File: src/rtl/dm_ctrl_pkg.sv
// rtl/dm_ctrl_pkg.sv - shared codes and FSM states for the data-memory arbiter
package dm_ctrl_pkg;

    localparam logic [1:0] SEL_BYTE = 2'b01;
    localparam logic [1:0] SEL_HALF = 2'b10;
    localparam logic [1:0] SEL_WORD = 2'b00;

    localparam int DM_ADDR_HI = 14;

    typedef enum logic [1:0] {
        ST_IDLE   = 2'b00,
        ST_ACCESS = 2'b01,
        ST_RESP   = 2'b10
    } state_t;

endpackage

File: src/rtl/rr_arb2.sv
// rtl/rr_arb2.sv - two-way combinational picker, round-robin or fixed priority
module rr_arb2 (
    input  logic [1:0] req,
    input  logic       last,
    input  logic       fixed,
    output logic [1:0] grant
);

    // On a tie, the port that did not win last time goes next (last=1 favours port 0).
    always_comb begin
        grant = 2'b00;
        case (req)
            2'b01:   grant = 2'b01;
            2'b10:   grant = 2'b10;
            2'b11:   grant = (fixed || last) ? 2'b01 : 2'b10;
            default: grant = 2'b00;
        endcase
    end

endmodule

File: src/rtl/dm_arbiter.sv
// rtl/dm_arbiter.sv - shares one data memory between CPU (port 0) and debug/DMA (port 1)
module dm_arbiter
    import dm_ctrl_pkg::*;
#(
    parameter int DM_WORDS   = 3072,
    parameter bit FIXED_PRIO = 1'b0
) (
    input  logic        CLK,
    input  logic        RESET,
    input  logic        req0,
    input  logic        we0,
    input  logic [31:0] addr0,
    input  logic [31:0] wdata0,
    input  logic [1:0]  sel0,
    input  logic [31:0] pc0,
    input  logic        req1,
    input  logic        we1,
    input  logic [31:0] addr1,
    input  logic [31:0] wdata1,
    input  logic [1:0]  sel1,
    input  logic [31:0] pc1,
    output logic        gnt0,
    output logic        rvalid0,
    output logic [31:0] rdata0,
    output logic        err0,
    output logic        gnt1,
    output logic        rvalid1,
    output logic [31:0] rdata1,
    output logic        err1,
    output logic [31:0] dm_a,
    output logic [31:0] dm_wd,
    output logic [31:0] dm_pc,
    output logic        dm_we,
    output logic [1:0]  dm_sel,
    input  logic [31:0] dm_rd
);

    state_t      state;
    logic        last_winner;
    logic        port_q;
    logic        we_q;
    logic        err_q;
    logic [31:0] addr_q;
    logic [31:0] wdata_q;
    logic [31:0] pc_q;
    logic [1:0]  sel_q;
    logic [31:0] rdata_q;

    logic [1:0]  pick;
    logic [1:0]  grant;
    logic        accept_ok;
    logic        win;
    logic        w_we;
    logic [31:0] w_addr;
    logic [31:0] w_wdata;
    logic [31:0] w_pc;
    logic [1:0]  w_sel;
    logic        in_access;
    logic        in_resp;

    function automatic logic addr_err(input logic [31:0] addr, input logic [1:0] sel);
        logic is_word;
        logic misaligned;
        logic out_of_range;
        is_word      = (sel != SEL_BYTE) && (sel != SEL_HALF);
        misaligned   = ((sel == SEL_HALF) && addr[0]) || (is_word && (addr[1:0] != 2'b00));
        out_of_range = (addr[31:DM_ADDR_HI] != '0) ||
                       ({20'd0, addr[DM_ADDR_HI-1:2]} >= 32'(DM_WORDS));
        return misaligned || out_of_range;
    endfunction

    rr_arb2 u_pick (
        .req   ({req1, req0}),
        .last  (last_winner),
        .fixed (FIXED_PRIO),
        .grant (pick)
    );

    // ACCESS is the only cycle the DM is busy, so a new grant may overlap RESP.
    assign accept_ok = (state != ST_ACCESS) && !RESET;
    assign grant     = pick & {2{accept_ok}};
    assign gnt0      = grant[0];
    assign gnt1      = grant[1];
    assign win       = grant[1];

    assign w_we    = win ? we1    : we0;
    assign w_addr  = win ? addr1  : addr0;
    assign w_wdata = win ? wdata1 : wdata0;
    assign w_pc    = win ? pc1    : pc0;
    assign w_sel   = win ? sel1   : sel0;

    always_ff @(posedge CLK or posedge RESET) begin
        if (RESET) begin
            state       <= ST_IDLE;
            last_winner <= 1'b1;
            port_q      <= 1'b0;
            we_q        <= 1'b0;
            err_q       <= 1'b0;
            addr_q      <= '0;
            wdata_q     <= '0;
            pc_q        <= '0;
            sel_q       <= '0;
            rdata_q     <= '0;
        end else begin
            if (|grant) begin
                state       <= ST_ACCESS;
                last_winner <= win;
                port_q      <= win;
                we_q        <= w_we;
                err_q       <= addr_err(w_addr, w_sel);
                addr_q      <= w_addr;
                wdata_q     <= w_wdata;
                pc_q        <= w_pc;
                sel_q       <= w_sel;
            end else if (state == ST_ACCESS) begin
                state <= ST_RESP;
            end else if (state == ST_RESP) begin
                state <= ST_IDLE;
            end
            if (state == ST_ACCESS) begin
                rdata_q <= (we_q || err_q) ? 32'd0 : dm_rd;
            end
        end
    end

    assign in_access = (state == ST_ACCESS);
    assign in_resp   = (state == ST_RESP);

    assign dm_a   = in_access ? addr_q  : 32'd0;
    assign dm_wd  = in_access ? wdata_q : 32'd0;
    assign dm_pc  = in_access ? pc_q    : 32'd0;
    assign dm_sel = in_access ? sel_q   : 2'b00;
    assign dm_we  = in_access && we_q && !err_q;

    assign rvalid0 = in_resp && !port_q;
    assign rvalid1 = in_resp && port_q;
    assign rdata0  = rvalid0 ? rdata_q : 32'd0;
    assign rdata1  = rvalid1 ? rdata_q : 32'd0;
    assign err0    = rvalid0 && err_q;
    assign err1    = rvalid1 && err_q;

endmodule

File: config.mk
export PLATFORM = sky130hd
export DESIGN_NAME = dm_arbiter
export DESIGN_NICKNAME = d
export VERILOG_FILES = /design/src/rtl/dm_ctrl_pkg.sv /design/src/rtl/rr_arb2.sv /design/src/rtl/dm_arbiter.sv
export SDC_FILE = /design/constraint.sdc
export NUM_CORES = 1
export LEC_CHECK = 0
export BUFFER_PORTS_ARGS = -buffer_cell sky130_fd_sc_hd__clkbuf_2
export CAP_MARGIN = 15
export CORE_AREA = 2 2 155 157
export DETAILED_ROUTE_END_ITERATION = 7
export DIE_AREA = 0 0 157 159
export PLACE_DENSITY = 0.69
export SLEW_MARGIN = 20
export SYNTH_ARGS = -nofsm -noshare
export SYNTH_HDL_FRONTEND = slang
export SYNTH_SLANG_ARGS = --single-unit
File: constraint.sdc
create_clock -name CLK -period 5.03 [get_ports CLK]
set_input_delay 0.7545 -clock CLK [delete_from_list [all_inputs] [get_ports CLK]]
set_output_delay 0.7545 -clock CLK [all_outputs]
set_load 0.03 [all_outputs]
==> key figures <==
Yosys
  – Cells after synthesis: 820
  – Seq/Total Area, Yosys: 0.480
  – Async SR Flop Fraction: 1.00
  – Post-synth EDFFs: 0
  – Post-synth top flop: dfrtp_1
  – Synth warn: 0
  – Mean Syn Cell Area: between 8 and 9 um2
  – Netlist cell types: 35
  – Synthesized area: just over 7000 um2
  – Register bit total from synthesis: roughly 140
  – Synthesized net count: between 1,000 and 1,500

Floorplan
  – Core area: between 20,000 and 25,000 um2
  – Starting density of the core: 0.306
  – Rows: 56
  – Chip height: ~160 um
  – Die area: approximately 25,000 um2
  – Die width: roughly 160 um
  – IO Pins: a little over 400

STA
  – Highest clock rate: 279 MHz
  – Worst Skew: between 0.008 and 0.009 ns
  – RSZ-0062 raised after global routing: no
  – Final min period: between 3 and 4 ns
  – Slew Viols, Final: 0
  – Final WS setup: between 1 and 1.5 ns
  – Setup TNS: 0 ns
  – Crit share post-route: 0.714
  – Final Hold Vio Count: 0
  – Max_slew headroom: 0.366
  – Count of final setup violators: 0
  – Measured slew at the worst slew-check pin: about 0.95 ns

Pwr
  – Cell-internal power: ~3.0 mW
  – Tot Pwr: 5.50 mW
  – Switch share: 0.453
  – Share of power burned in registers: 0.322
  – Clock share of power: 0.211
  – IR drop worst, VDD: 0.274 mV
  – Psw: roughly 2.5 mW
  – Pleak: 5.38 nW
  – Power Density: about 560 nW/um2
  – Gate power share: 0.467

CTS
  – CTS Buf Count: 17
  – # resized after CTS: 0
  – CTS tree: yes
  – Number of setup buffers added after CTS: 0
  – Later-pin clock latency in the skew report: 0.42 ns
  – Worst-path clk slew: around 0.060 ns
  – H-tree Lvls: 4
  – CTS root buf: clkbuf_16
  – Clock buffer depth: 2
  – CTS Sinks: between 100 and 150
  – # hold bufs at CTS: 0

GRT
  – Total GRT Usage: 0.191
  – First-pass GRT wire length: 37.6 mm
  – Largest net degree at the start of global routing: about 120
  – Antenna violations before repair: 2
  – Grt ovf: 0
  – Vias in the first global route: approximately 7,000

Drt
  – DR vias/cell: about 4.8
  – Final wirelength: 24.7 mm
  – DR pass1 iterations: 5
  – Residual DRC count: 0
  – 1st-iter DRT viols: slightly below 400
  – Routed len/inst: 16.3 um
  – Number of antenna-violating nets in the routed design: 0
  – Routed via count: about 7,300

Setup path
  – Critical path required time: about 4.3 ns
  – Reg2reg end: err_q
  – Crit path max fanout: 74
  – WS Path Type: reg -> out
  – Critical Path AT: around 2.8 ns
  – R2r startpoint: state[1]
  – CP endpoint kind: primary output
  – Critical Path Source Type: register
  – Crit path from: state[1]
  – Setup slack, reg-to-reg: between 1.5 and 2 ns
  – R2r worst-path depth: 12
  – CP Capture Point: gnt1

Layout
  – Final #Nets: about 1,400
  – Area Overhead vs Synth: 38.9%
  – Fraction of layout cells with a size suffix above 1: 0.379
  – Diode count: 0

Placed design
  – Port buffer count: between 400 and 500
  – Pre-CTS setup slack: roughly 1.6 ns
  – Post-DP HPWL: around 18 mm
  – Placer Congestion: about 0.88

Run status
  – Status: finished, final reports clean

Worst hold path
  – Hold crit path type: in -> async

Run
  – Number of max-cap violations: 0
cell usage after synthesis (2+ instances only):
library cell	n	share of area
ha_1	3	0.0053
a31oi_1	76	0.067
a211oi_1	2	0.0021
nor2_1	98	0.052
buf_6	2	0.0032
o21a_1	3	0.0032
buf_4	7	0.0074
a22o_1	32	0.039
inv_1	5	0.0026
nor3_2	2	0.0028
buf_2	13	0.0092
clkbuf_1	41	0.022
a21oi_1	23	0.016
and2_1	132	0.12
nand4_1	2	0.0018
buf_1	4	0.0021
mux2i_1	22	0.031
nor4_1	7	0.0062
and3_1	33	0.029
inv_2	2	0.0011
dfrtp_1	135	0.48
nor3_1	2	0.0014
nand2_1	161	0.085
nand3_2	2	0.0028
cell families after synthesis:
family / after synthesis / share of synthesized area
AOI/OAI and AO/OA: 140 / 0.132
adders and majority gates: 3 / 0.00529
buffers and inverters: 74 / 0.0472
DFF: 136 / 0.480
muxes: 23 / 0.0326
and+or+nand+nor: 444 / 0.303
cell usage in the layout, fill, tap and decap left out, types with 22 or more instances in the layout:
| cell | instances |
|---|---|
| and2_1 | 132 |
| nor2_1 | 98 |
| clkbuf_2 | 402 |
| a22o_1 | 32 |
| dfrtp_1 | 135 |
| nand2_1 | 161 |
| mux2i_1 | 22 |
| and3_1 | 33 |
| a31oi_1 | 76 |
| a21oi_1 | 23 |
through the flow:
stage	cell area (um2)	std cells	util	hold slack [ns]
4_1_cts	9840	1514	0.424	0.440
3_5_place_dp	9300	1482	0.401	0.470
3_3_place_gp	9300	1482	0.401	0.470
5_1_grt	9860	1515	0.425	0.448
2_1_floorplan	7100	820	-	0.444
6_report	9860	1515	0.425	0.430
worst min-delay path by stage:
stage / startpoint / to / slack [ns] / depth (start not counted)
after CTS: RESET / pc_q[23] / 0.44 / 2
after global placement: last_winner / last_winner / 0.47 / 2
after global routing: RESET / wdata_q[2] / 0.45 / 2
after detailed placement: last_winner / last_winner / 0.47 / 2
final: RESET / wdata_q[2] / 0.43 / 2
after floorplan: last_winner / last_winner / 0.44 / 2
per-layer routing:
layer	global-route usage	share of wire	vias up	routed length, um
met5	0	0.00097	-	24
met3	0.0501	0.071	41	1750
li1	-	-	3481	-
met2	0.329	0.49	316	12100
met1	0.231	0.42	3443	10300
met4	0.0651	0.021	4	520
power by group through the flow:
stage                     Sequential (mW)  Clock, mW  Combinational, mW
after detailed placement             1.78          0               2.60
final                                1.77       1.16               2.57
after CTS                            1.77       1.20               2.60
after global routing                 1.83       1.25               2.79
after global placement               1.78          0               2.56
after floorplan                      1.68          0               1.92
flip-flops by register name, indices dropped and copies added, names as in the netlist:
| signal | cells |
|---|---|
| rdata_q | 32 |
| state | 2 |
| wdata_q | 32 |
| last_winner | 1 |
| addr_q | 32 |
| port_q | 1 |
| pc_q | 32 |
| we_q | 1 |
| err_q | 1 |
| sel_q | 2 |
area by class of cell:
cell class,instances,area [um2]
well taps,319,399
inverters,7,31.3
flip-flops and latches,136,3400
repair buffers,411,2100
multi-input cells,610,3380
clock inverters,13,97.6
clock buffers,19,443
fillers,2359,13300
critical path, cell delays in order, from the launching register on:
cell      delay (ns)
dfrtp_1         0.37
inv_1           0.06
ha_2            0.39
nor2_4          0.29
nand3_4         0.64
inv_1           0.35
clkbuf_2        0.27
Power figures use the tool's default switching activity.
